===== config.mk =====
export PLATFORM = sky130hd
export DESIGN_NAME = hex_digit_sequencer
export DESIGN_NICKNAME = d
export VERILOG_FILES = /design/src/rtl/hex_seq_pkg.sv /design/src/rtl/btn_debounce.sv /design/src/rtl/hex_digit_sequencer.sv
export SDC_FILE = /design/constraint.sdc
export NUM_CORES = 1
export LEC_CHECK = 0
export BUFFER_PORTS_ARGS = -buffer_cell sky130_fd_sc_hd__clkbuf_2
export CAP_MARGIN = 20
export CORE_MARGIN = 1.5
export CORE_UTILIZATION = 46
export CTS_CLUSTER_SIZE = 20
export DETAILED_ROUTE_END_ITERATION = 10
export PLACE_DENSITY = 0.82
export RECOVER_POWER = 50
export SYNTH_ARGS = -nofsm -noshare
export SYNTH_HDL_FRONTEND = slang
export SYNTH_HIERARCHICAL = 1
export SYNTH_SLANG_ARGS = --single-unit

===== constraint.sdc =====
create_clock -name clk -period 1.9 [get_ports clk]
set_clock_uncertainty 0.15 [all_clocks]
set_input_delay 0.285 -clock clk [delete_from_list [all_inputs] [get_ports clk]]
set_output_delay 0.285 -clock clk [all_outputs]
set_load 0.005 [all_outputs]

===== src/rtl/hex_seq_pkg.sv =====
// Shared types and constants for the hex digit sequencer.
// Define BCD_MODE_EN to restrict the digit range to 0..9.
package hex_seq_pkg;

  localparam int DIGIT_W = 4;

`ifdef BCD_MODE_EN
  localparam logic [DIGIT_W-1:0] DIGIT_MAX = 4'd9;
`else
  localparam logic [DIGIT_W-1:0] DIGIT_MAX = 4'd15;
`endif

  typedef enum logic [1:0] {SRC_NONE, SRC_LOAD, SRC_STEP} step_src_e;

  // Out-of-range load values collapse to zero so the digit never leaves its range.
  function automatic logic [DIGIT_W-1:0] clamp_load(input logic [DIGIT_W-1:0] v);
`ifdef BCD_MODE_EN
    return (v > DIGIT_MAX) ? '0 : v;
`else
    return v;
`endif
  endfunction

endpackage


===== src/rtl/btn_debounce.sv =====
// Push-button conditioner: 2-flop synchronizer, stability counter and a
// one-cycle pulse on each debounced rising edge.
module btn_debounce #(
  parameter int DEBOUNCE_CYCLES = 4
) (
  input  logic clk,
  input  logic reset,
  input  logic btn_raw,
  output logic btn_pulse
);

  localparam int CNT_W = $clog2(DEBOUNCE_CYCLES + 1);

  logic             sync1_q, sync1_d;
  logic             sync2_q, sync2_d;
  logic             level_q, level_d;
  logic             pulse_q, pulse_d;
  logic [CNT_W-1:0] cnt_q, cnt_d;

  always_comb begin
    sync1_d = btn_raw;
    sync2_d = sync1_q;
    level_d = level_q;
    cnt_d   = '0;
    // Any sample that agrees with the current level restarts the stability count.
    if (sync2_q != level_q) begin
      if (cnt_q == CNT_W'(DEBOUNCE_CYCLES - 1)) begin
        level_d = sync2_q;
      end else begin
        cnt_d = cnt_q + CNT_W'(1);
      end
    end
    pulse_d = level_d & ~level_q;
  end

  always_ff @(posedge clk) begin
    if (reset) begin
      sync1_q <= 1'b0;
      sync2_q <= 1'b0;
      level_q <= 1'b0;
      pulse_q <= 1'b0;
      cnt_q   <= '0;
    end else begin
      sync1_q <= sync1_d;
      sync2_q <= sync2_d;
      level_q <= level_d;
      pulse_q <= pulse_d;
      cnt_q   <= cnt_d;
    end
  end

  assign btn_pulse = pulse_q;

endmodule


===== src/rtl/hex_digit_sequencer.sv =====
// Digit source for the 7-segment decoder: steps on button, auto tick or load.
// Define BCD_MODE_EN for a 0..9 count range; ports are unchanged.
module hex_digit_sequencer
  import hex_seq_pkg::*;
#(
  parameter int DEBOUNCE_CYCLES = 4,
  parameter int PRESCALE_W      = 8
) (
  input  logic               clk,
  input  logic               reset,
  input  logic               step_btn,
  input  logic               dir,
  input  logic               auto_en,
  input  logic               load,
  input  logic [DIGIT_W-1:0] load_val,
  output logic [DIGIT_W-1:0] digit,
  output logic               digit_stb,
  output logic               carry
);

  logic                  step_pulse;
  logic                  auto_tick;
  step_src_e             src;
  logic [PRESCALE_W-1:0] pre_q, pre_d;
  logic [DIGIT_W-1:0]    digit_q, digit_d;
  logic                  stb_q, stb_d;
  logic                  carry_q, carry_d;

  btn_debounce #(
    .DEBOUNCE_CYCLES(DEBOUNCE_CYCLES)
  ) u_btn_debounce (
    .clk      (clk),
    .reset    (reset),
    .btn_raw  (step_btn),
    .btn_pulse(step_pulse)
  );

  always_comb begin
    pre_d     = auto_en ? pre_q + PRESCALE_W'(1) : '0;
    auto_tick = auto_en && (pre_q == '1);

    // Load wins; simultaneous button and auto requests merge into one step.
    if (load)                         src = SRC_LOAD;
    else if (step_pulse || auto_tick) src = SRC_STEP;
    else                              src = SRC_NONE;

    digit_d = digit_q;
    stb_d   = 1'b0;
    carry_d = 1'b0;
    case (src)
      SRC_LOAD: begin
        digit_d = clamp_load(load_val);
        stb_d   = 1'b1;
      end
      SRC_STEP: begin
        stb_d = 1'b1;
        if (dir) begin
          if (digit_q == '0) begin
            digit_d = DIGIT_MAX;
            carry_d = 1'b1;
          end else begin
            digit_d = digit_q - DIGIT_W'(1);
          end
        end else begin
          if (digit_q == DIGIT_MAX) begin
            digit_d = '0;
            carry_d = 1'b1;
          end else begin
            digit_d = digit_q + DIGIT_W'(1);
          end
        end
      end
      default: ;
    endcase
  end

  always_ff @(posedge clk) begin
    if (reset) begin
      pre_q   <= '0;
      digit_q <= '0;
      stb_q   <= 1'b0;
      carry_q <= 1'b0;
    end else begin
      pre_q   <= pre_d;
      digit_q <= digit_d;
      stb_q   <= stb_d;
      carry_q <= carry_d;
    end
  end

  assign digit     = digit_q;
  assign digit_stb = stb_q;
  assign carry     = carry_q;

endmodule

Yosys cells after proc, flatten, opt, wreduce, memory -nomap -nowiden. Cells that the tools add are included.

Reductions and logical operators: 8. Bitwise operators: 5. Eq/ne operators: 6. Add/subtract/negate cells: 4. Muxes and demuxes: 12.

Operators by type and width (number): $mux W4 (3); $add A8 B1 Y8 const B (1); $eq A8 B8 Y1 const B (1); $pmux W4 S2 (1); $mux W1 (6); $reduce_or A2 Y1 (3); $add A4 B1 Y4 const B (1); $eq A4 B4 Y1 const B (1); $logic_not A4 Y1 (1); $mux W2 (2); $not A1 Y1 (4); $sub A4 B1 Y4 const B (1); $add A3 B1 Y3 const B (1); $eq A3 B2 Y1 const B (1); $reduce_or A3 Y1 (1); $eq A2 B1 Y1 const B (1); $eq A2 B2 Y1 const B (1); $reduce_bool A2 Y1 (1); $and A1 B1 Y1 (1); $logic_and A1 B1 Y1 (1); $logic_or A1 B1 Y1 (1); $ne A1 B1 Y1 (1).

Logic and storage cells: 44. Input bits: 10. Bits in registers: 21. Output and inout bits: 6.

Longest topological paths before layout. Gate-level depths: netlist of the first run.

Depth after elaboration: 8. Gate-level depth with buffers: 6. Depth with buffers taken out: 6.

Hierarchy. The synthesis of the first run kept the hierarchy.

By module, submodules not included: hex_digit_sequencer (cells an instance 87, sequential area each 280.3 sq um, area an instance 759.5 sq um, instances 1); btn_debounce (cells an instance 19, sequential area each 140.1 sq um, area an instance 244.0 sq um, instances 1).

Worst setup path after synthesis of the first run. No wires, ideal clock.

Path type: register to register. Start point: register pre_q[0]. End point: register digit_q[3], in the netlist digit[3]. Required time: 1664 ps. Slack: 38 ps. Stages on the path, launching flop included: 6. Arrival time: 1626 ps. Clock period less this slack: 1862 ps. Setup time: 86 ps. Path buffers: 0. Cells stage by stage: dfxtp_1 -> ha_1 -> nand4_1 -> o21ba_4 -> or4_4 -> a221oi_2.

Longest elaborated chain between the ends: 7. Elaborated cells between the ends (all ways): 9. Those cells by class: eq/ne: 3; mux: 3; reduce/logical: 3.

Ends and longest elaborated chain: from (decl) (line hex_digit_sequencer.sv:24) `logic [PRESCALE_W-1:0] pre_q, pre_d;`; from (signal assigned) (line hex_digit_sequencer.sv:84) `pre_q <= pre_d;`; $eq A8 B8 Y1 (*) (line hex_digit_sequencer.sv:40) `auto_tick = auto_en && (pre_q == '1);`; $logic_and A1 B1 Y1 (*) (line hex_digit_sequencer.sv:40); $logic_or A1 B1 Y1 (*) (line hex_digit_sequencer.sv:44) `else if (step_pulse || auto_tick) src = SRC_STEP;`; $mux W2 (*) (line hex_digit_sequencer.sv:44); $mux W2 (*) (line hex_digit_sequencer.sv:43) `if (load) src = SRC_LOAD;`; $eq A2 B2 Y1 or $eq A2 B1 Y1 (tied branches) (line hex_digit_sequencer.sv:50) `case (src)`; $pmux W4 S2 or $reduce_bool A2 Y1 (tied branches); to (signal assigned) (line hex_digit_sequencer.sv:85) `digit_q <= digit_d;`; to (decl) (line hex_digit_sequencer.sv:25) `logic [DIGIT_W-1:0] digit_q, digit_d;`.

Mark *: on every way between the ends. The rest lies on a longest branch, timed or not. A chain may end at the register's enable or synchronous reset.

Worst setup path after layout of the first run. Ends and elaborated chain as after synthesis.

==> impl_metrics.yaml, run 1 <==
finish:
  layout_common_cells: "dfxtp_1, clkbuf_2, nor2_1"
  syn_to_final_growth_pct: 19.9
  final_nets: 145
  final_layout_size_suffix_gt1_share_pct: 30.2
  final_util_pct: 60.1
  n_antenna_cell: 0
  fin_area_sq_um: 1200
  final_common_cell: "dfxtp_1"
  final_cell_count_no_fill: 156
synth:
  synth-seq-area-share_pct: 41.9
  syn_nets: 121
  synthCells: 106
  ys_types: 35
  ys_ff_latch: 21
  synth_edf_count: 0
  yosysWarnings: 6
  syn_area_sq_um: 1000
  synth-async-reset-ratio_pct: 0
  syn_area_per_cell_sq_um: 9.47
  ys.flop_type: "dfxtp_1"
critical_path:
  cp_top_family: "simple AND/OR/NAND/NOR gates"
  path_buf_inv: 0
  crit_type: "reg -> reg"
  startpoint_type: "flip-flop"
  crit_arrival_ns: 1.95
  cp_slowest_cell: "or4_4"
  crit_path_end_kind: "flip-flop"
  cp_max_fo: 4
  required_ns: 1.96
  max_stage_delay_ns: 0.53
  worstPathCellList: "ha_4 > nand4_1 > o21ba_4 > or4_4 > a221oi_2"
clock_tree:
  hold_buffers: 0
  numCtsBuffers: 3
  htree_levels: 1
  clk_pin_slew_worst_paths_ns: 0.11
  root_buffer: "clkbuf_4"
  insertion_delay_ns: 0.29
  cts_tree: "built"
  clock_path_buffers: 2
  clock-sinks: 21
die:
  pin_count: 16
  die_w_microns: 49.7
  core_sq_um: 2000
  rows: 16
  die_h_microns: 49.7
  start_util_pct: 50.1
  fp.dieArea_sq_um: 2470
detailed_routing:
  drc: 0
  vias_per_cell: 5.34
  num_vias: 833
  first_iter_violations: 16
  first_pass_iters: 4
  wirelength_microns: 1880
  routedWlPerCell_microns: 12.0
  ant_nets: 0
pwr:
  ir_drop_mv: 0.659
  power_mw: 0.752
  p_per_area_nw_per_um2: 624
  p_leak_nw: 0.481
sta:
  min_period_over_period_pct: 99.4
  holdWs_ns: 0.0416
  timing.final.hold_violations: 0
  fin_crit_ns: 1.89
  setup-tns-final_ns: 0
  setup_ws_ns: 0.0112
  max_freq_ghz: 0.529
  worst_pin_slew_ns: 0.668
  final-max-slew-violation-count: 0
  setup_viol: 0
  relSlewSlack_pct: 55.5
place:
  portBuffers: 15
  placedCellCount: 150
  gp_congestion: 0.865
  placed_cell_area_sq_um: 1140
  hpwlAfterDp_microns: 1310
  place_ws_ns: -0.00349
global_routing:
  grt_pass1_vias: 740
  antenna_found_initial: 0
  grt_max_degree: 16
  grtUsageTotal_pct: 16.0
  grt_pass1_wl_microns: 3110
  overflow: 0
hold_path:
  min_path_type: "in -> reg"
status:
  outcome: "complete, no violations"
flow_run:
  max_cap_violations: 0
## repair_timing
| item | 4_1_cts | 5_1_grt |
|---|---|---|
| buffers inserted | 0 | 2 |
| pin swaps | 0 | 3 |
| gates resized for setup | 2 | 6 |
| endpoints found under the setup margin | 2 | 2 |
## cell families after synthesis
logic type / share of synthesized area [%]
AOI/OAI and AO/OA: 17.6
adders and majority gates: 6.23
muxes: 0.998
and+or+nand+nor: 24.3
xor gates and xnor gates: 5.24
DFF: 41.9
buffers and inverters: 3.74
## worst register-to-register path, delay by kind of cell, from the launching register on
family | cells | cell delay [ns]
flops | 1 | 0.38
compound gates | 2 | 0.48
fa+ha+maj | 1 | 0.14
simple gates | 2 | 0.66
## synthesized netlist by cell type, types with 3 or more instances
cell type | count | area, sq um
nand3_1 | 4 | 20.0
clkbuf_1 | 3 | 11.3
a21oi_1 | 6 | 30.0
nor2_1 | 11 | 41.3
o21bai_1 | 3 | 22.5
o21ai_0 | 5 | 25.0
ha_1 | 5 | 62.6
inv_1 | 7 | 26.3
nand2_1 | 4 | 15.0
dfxtp_1 | 21 | 420
nor4_1 | 3 | 18.8
xor2_1 | 4 | 35.0
## where the power goes
part	leakage (nW)	internal [mW]	switching (mW)
logic	0.291	0.0393	0.0403
clock network	0.0177	0.0783	0.126
registers	0.173	0.453	0.0154
total	0.481	0.570	0.181
## worst paths after layout
check / start / end / slack [ns] / depth (start not counted)
min reg2reg: u_btn_debounce/cnt_q[0]$_SDFF_PP0_ / u_btn_debounce/cnt_q[0]$_SDFF_PP0_ / 0.30 / 1
max: pre_q[0]$_SDFF_PP0_ / digit[3]$_SDFFE_PP0P_ / 0.01 / 5
min: step_btn / u_btn_debounce/sync1_q$_SDFF_PP0_ / 0.04 / 2
max reg2reg: pre_q[0]$_SDFF_PP0_ / digit[3]$_SDFFE_PP0P_ / 0.01 / 5
## area by class of cell
class,count,area [sq um]
clock buffers,3,22.5
clock inverters,1,5.00
fillers,185,798
inverters,7,26.3
multi-input cells,75,569
flip-flops and latches,21,425
well taps,27,33.8
repair buffers,22,121
## per-layer routing
metal,part of all wire [%],global-route usage (%)
met3,3.9,6.36
met2,47,24.4
met5,0,0
met1,48,21.1
met4,0.80,4.17
## flip-flops by register name, summed over array words and instances (netlist names)
name,flops
digit,4
u_btn_debounce/level_q,1
u_btn_debounce/sync1_q,1
u_btn_debounce/btn_pulse,1
u_btn_debounce/cnt_q,3
pre_q,8
u_btn_debounce/sync2_q,1
digit_stb,1
carry,1
Power figures use the tool's default switching activity.
==> inputs of run 2 (changes only) <==
Settings changed: MAX_ROUTING_LAYER set to met4.
==> run 2 against run 1 <==
Against the previous run:
- maximum frequency hardly changed
- via count stayed put
- core utilization stayed put
- register-to-register slack hardly changed
- clock power hardly changed
- final cell count stayed put
- power hardly changed
- worst setup slack better by 0.0014 ns
- sequential share of layout area stayed put
- worst hold slack hardly changed
- first-iteration DRC count stayed put
- die area stayed put
==> impl_metrics.yaml, run 2 (synthesized netlist as in run 1, its figures left out) <==
critical_path:
  startpoint_type: "flip-flop"
  crit_type: "reg -> reg"
  r2r_start: "pre_q[0]$_SDFF_PP0_"
  worstReg2RegEnd: "digit[3]$_SDFFE_PP0P_"
  r2r_slack_ns: 0.01
  crit_arrival_ns: 1.95
  required_ns: 1.96
  cp_max_fo: 4
  worstPathCellList: "ha_4 > nand4_1 > o21ba_4 > or4_4 > a221oi_2"
  path_buf_inv: 0
  crit_path_end: "digit[3]$_SDFFE_PP0P_"
  cp_slowest_cell: "or4_4"
  cp_top_family: "simple AND/OR/NAND/NOR gates"
  max_stage_delay_ns: 0.53
  cp_num_cells: 5
  cp-startpoint: "pre_q[0]$_SDFF_PP0_"
  rr_worst_depth: 5
  crit_path_end_kind: "flip-flop"
detailed_routing:
  routedWlPerCell_microns: 12.1
  first_pass_iters: 4
  drc: 0
  vias_per_cell: 5.34
  ant_nets: 0
  num_vias: 833
  wl_met3_microns: 74
  first_iter_violations: 16
  top_layer_used: "met4"
  wirelength_microns: 1890
  drt-met1-wl_microns: 898
  wl_met2_microns: 898
pwr:
  ir_drop_mv: 0.658
  power_mw: 0.752
  p_per_area_nw_per_um2: 624
  p_leak_nw: 0.481
global_routing:
  overflow: 0
  antenna_found_initial: 0
  grt_max_degree: 16
  grt_pass1_vias: 740
  grt_pass1_wl_microns: 3110
  grtUsageTotal_pct: 16.5
place:
  gp_congestion: 0.879
  hpwlAfterDp_microns: 1310
  portBuffers: 15
finish:
  final_common_cell: "dfxtp_1"
  largest_reg_flops: 8
  final_layout_size_suffix_gt1_share_pct: 30.2
  syn_to_final_growth_pct: 19.9
  final_nets: 145
  n_antenna_cell: 0
  layout_common_cells: "dfxtp_1, clkbuf_2, nor2_1"
  final_util_pct: 60.1
  regMostFlops: "pre_q"
sta:
  max_freq_ghz: 0.530
  final-max-slew-violation-count: 0
  timing.final.hold_violations: 0
  holdWs_ns: 0.0418
  worst_pin_slew_ns: 0.672
  setup_viol: 0
  relSlewSlack_pct: 55.2
  min_period_over_period_pct: 99.3
  fin_crit_ns: 1.89
die:
  start_util_pct: 50.1
  core_sq_um: 2000
  rows: 16
  die_h_microns: 49.7
  die_w_microns: 49.7
  pin_count: 16
  fp.dieArea_sq_um: 2470
clock_tree:
  clock-sinks: 21
  htree_levels: 1
  insertion_delay_ns: 0.29
  clk_pin_slew_worst_paths_ns: 0.11
  root_buffer: "clkbuf_4"
  clock_path_buffers: 2
  numCtsBuffers: 3
  hold_buffers: 0
  cts_tree: "built"
flow_run:
  max_cap_violations: 0
hold_path:
  min_path_type: "in -> reg"
status:
  outcome: "complete, no violations"
-- run 2: repair_timing --
item                       in CTS  in global routing
setup endpoints to repair       2                  2
buffers inserted                0                  2
resized for setup               2                  6
pin swaps                       0                  3
-- run 2: final cells by class --
type | count | area (sq um)
timing repair buffer | 22 | 121
tap | 27 | 33.8
inverter | 7 | 26.3
clock inverter | 1 | 5.00
sequential | 21 | 425
multi-input combinational | 75 | 569
fill | 185 | 798
clock buffer | 3 | 22.5
-- run 2: how the worst min path moves through the flow --
stage | depth (start not counted) | startpoint | endpoint
5_1_grt | 2 | step_btn | u_btn_debounce/sync1_q$_SDFF_PP0_
4_1_cts | 2 | step_btn | u_btn_debounce/sync1_q$_SDFF_PP0_
3_3_place_gp | 1 | u_btn_debounce/cnt_q[0]$_SDFF_PP0_ | u_btn_debounce/cnt_q[0]$_SDFF_PP0_
6_report | 2 | step_btn | u_btn_debounce/sync1_q$_SDFF_PP0_
3_5_place_dp | 1 | u_btn_debounce/cnt_q[0]$_SDFF_PP0_ | u_btn_debounce/cnt_q[0]$_SDFF_PP0_
2_1_floorplan | 1 | reset | digit[3]$_SDFFE_PP0P_
-- run 2: routing by layer --
layer	up-vias	global-route usage [%]
met4	0	4.17
met3	2	6.36
met2	15	24.4
met5	-	-
li1	430	-
met1	386	21.1
-- run 2: through the flow --
stage          std cells  cell area [sq um]  setup TNS, ns  setup WS (ns)
6_report             156               1200              0         0.0126
5_1_grt              156               1200         -0.103        -0.0562
4_1_cts              154               1170              0        0.00933
3_5_place_dp         150               1140       -0.00349       -0.00349
3_3_place_gp         150               1140              0         0.0935
2_1_floorplan        106               1000              0         0.0379
-- run 2: worst register-to-register path, cell delays in order (launching register included) --
cell,delay (ns)
dfxtp_2,0.38
ha_4,0.14
nand4_1,0.13
o21ba_4,0.27
or4_4,0.53
a221oi_2,0.21
-- run 2: where the power goes --
group	internal, mW	leakage, nW	total (mW)	switching (mW)
logic	0.0393	0.291	0.0797	0.0404
registers	0.453	0.173	0.468	0.0154
clock network	0.0783	0.0177	0.204	0.126
==> inputs of run 3 (changes only) <==
Settings changed: ABC_AREA set to 1, PLACE_DENSITY 0.82 to 0.81.
==> run 3 against run 2 <==
Against the previous run:
- synthesized cell count increased by 36%
- first-iteration DRC count increased by 13%
- sequential cell count unchanged
- power increased by 1.6%
- critical path depth increased by 5
- clock power increased by 5%
- routed wire length decreased by 0.48%
- worst setup slack improved by 0.34 ns
- largest cell class unchanged
==> impl_metrics.yaml, run 3 <==
synth:
  syn_area_per_cell_sq_um: 7.09
  synth_edf_count: 0
  syn_nets: 159
  yosysWarnings: 6
  synthCells: 144
  yosysMostFrequentCell: "nand2_1"
  synth_commonest_cells: "nand2_1, inv_1, dfxtp_1, nand3_1, nor2_1"
  synth-async-reset-ratio_pct: 0
  yosys-top-cells-area: "dfxtp_1, nand2_1, inv_1, nand3_1, ha_1"
  synth-xor-area-share_pct: 1.72
  synth_top_family_by_area: "simple AND/OR/NAND/NOR gates"
  syn_area_sq_um: 1020
  ys_types: 21
  ys_ff_latch: 21
  synth-simple-area-share_pct: 32.2
  synth-seq-area-share_pct: 41.2
  synth_mux_area_share_pct: 0
  synth_fa_ha_area_share_pct: 6.13
  yosys.area.top_type_share_pct: 41.2
  synth-compound-area-share_pct: 8.33
  yosysTopAreaCell: "dfxtp_1"
  ys.flop_type: "dfxtp_1"
global_routing:
  grt_pass1_vias: 859
  overflow: 0
  grtUsageTotal_pct: 18.4
  grt_pass1_wl_microns: 3420
  grt_max_degree: 12
  antenna_found_initial: 0
sta:
  final-max-slew-violation-count: 0
  worst_pin_slew_ns: 0.253
  setup-tns-final_ns: 0
  fin_crit_ns: 1.55
  min_period_over_period_pct: 81.3
  setup_viol: 0
  max_freq_ghz: 0.647
  timing.final.hold_violations: 0
  holdWs_ns: 0.108
  grt_setup_unrepaired: "no"
  relSlewSlack_pct: 83.0
finish:
  final_util_pct: 57.2
  final_common_cell: "nand2_1"
  n_antenna_cell: 0
  fillCellCount: 205
  layout_common_cells: "nand2_1, inv_1, dfxtp_1"
  syn_to_final_growth_pct: 13.4
  largest_reg_flops: 8
  regMostFlops: "pre_q"
  fin_area_sq_um: 1160
  final_nets: 179
  final_layout_size_suffix_gt1_share_pct: 14.1
detailed_routing:
  ant_nets: 0
  num_vias: 908
  first_iter_violations: 18
  drc: 0
  first_pass_iters: 4
  vias_per_cell: 4.78
  wirelength_microns: 1880
  routedWlPerCell_microns: 9.88
hold_path:
  min_path_type: "in -> reg"
place:
  gp_congestion: 0.765
  portBuffers: 15
  placed_cell_area_sq_um: 1120
  hpwlAfterDp_microns: 1480
clock_tree:
  clk_pin_slew_worst_paths_ns: 0.11
  ctsResizeCount: 0
  hold_buffers: 1
  numCtsBuffers: 3
  cts_tree: "built"
  htree_levels: 1
  clock_path_buffers: 2
  post_cts_buffers: 0
  root_buffer: "clkbuf_4"
  clock-sinks: 21
  insertion_delay_ns: 0.31
die:
  die_w_microns: 50.1
  die_h_microns: 50.1
  start_util_pct: 50.5
  core_sq_um: 2020
  fp.dieArea_sq_um: 2510
  rows: 16
  pin_count: 16
critical_path:
  worstPathCellList: "inv_1 > ha_1 > nand2_1 > o21ai_0 > nand2_1 > nand2_1 > nand3_1 > nand3_1 > nand2_1 > inv_1"
  max_stage_delay_ns: 0.45
  startpoint_type: "flip-flop"
  cp_top_family: "flip-flops"
  cpMostUsedCell: "nand2_1"
  rr_worst_depth: 10
  path_buf_inv: 2
  cp_slowest_cell: "dfxtp_1"
  cp_num_cells: 10
  required_ns: 1.97
  crit_arrival_ns: 1.62
  crit_path_end_kind: "flip-flop"
  r2r_slack_ns: 0.35
  worstReg2RegEnd: "digit[2]$_SDFFE_PP0P_"
  cp-startpoint: "digit[0]$_SDFFE_PP0P_"
  r2r_start: "digit[0]$_SDFFE_PP0P_"
  cp_max_fo: 7
  crit_type: "reg -> reg"
  crit_path_end: "digit[2]$_SDFFE_PP0P_"
flow_run:
  max_cap_violations: 0
pwr:
  p_per_area_nw_per_um2: 660
  p_leak_nw: 0.559
  ir_drop_mv: 0.454
status:
  outcome: "complete, no violations"
## run 3: cell count changes in the layout (fill, tap and decap cells not counted), moves of 3 or more
cell	change
buf_4	-6
dfxtp_1	+4
dfxtp_2	-4
inv_1	+18
nand2_1	+24
nand3_1	+12
nand4_1	+4
nor2_1	+5
nor4_1	-3
o21ai_1	+3
o21bai_1	-3
## run 3: where the power goes
group          switching, mW  internal (mW)  leakage [nW]  total (mW)
Clock                  0.133         0.0820        0.0150       0.215
Sequential            0.0130          0.451         0.171       0.464
Combinational         0.0481         0.0362         0.373      0.0844
## run 3: worst min-delay path by stage
stage	from	to	slack (ns)	cells past startpoint
after floorplan	reset	u_btn_debounce/level_q$_SDFF_PP0_	0.20	1
after global placement	u_btn_debounce/sync1_q$_SDFF_PP0_	u_btn_debounce/sync2_q$_SDFF_PP0_	0.25	2
after detailed placement	u_btn_debounce/sync1_q$_SDFF_PP0_	u_btn_debounce/sync2_q$_SDFF_PP0_	0.26	2
after CTS	reset	u_btn_debounce/btn_pulse$_SDFF_PP0_	0.05	2
after global routing	reset	u_btn_debounce/btn_pulse$_SDFF_PP0_	0.12	2
final	reset	u_btn_debounce/btn_pulse$_SDFF_PP0_	0.11	2
## run 3: area by class of cell
| cell class | count | area (sq um) | area share, % |
|---|---|---|---|
| clock buffer | 4 | 26.3 | 2.27 |
| inverter | 27 | 101 | 8.76 |
| multi-input combinational | 95 | 492 | 42.5 |
| sequential | 21 | 420 | 36.3 |
| tap | 27 | 33.8 | 2.92 |
| timing repair buffer | 16 | 83.8 | 7.24 |
## run 3: kinds of logic after synthesis
kind of cell,count (synthesis)
AOI/OAI and AO/OA,16
xor gates and xnor gates,2
adders and majority gates,5
buffers and inverters,28
DFF,21
and+or+nand+nor,72
## run 3: worst reg2reg max path, cell delays in order, from the launching register on
cell     delay (ns)
dfxtp_1        0.45
inv_1          0.11
ha_1           0.24
nand2_1        0.08
o21ai_0        0.08
nand2_1        0.06
nand2_1        0.05
nand3_1        0.07
nand3_1        0.07
nand2_1        0.06
inv_1          0.04
## run 3: metrics by stage
stage                     power [mW]  cells  setup slack [ns]
after detailed placement       0.557    185             0.368
final                          0.764    190             0.354
after CTS                      0.773    190             0.348
after global routing           0.809    190             0.153
after global placement         0.553    185             0.440
after floorplan                0.527    144             0.472
## run 3: per-layer routing
layer / part of all wire (%) / vias up / wire [microns] / track usage [%]
met5: 0 / - / 0 / -
met4: 2.5 / 0 / 46 / 12.5
met3: 2.8 / 4 / 53 / 1.82
met2: 46 / 17 / 857 / 29.4
met1: 49 / 390 / 919 / 21.7
li1: - / 497 / - / -
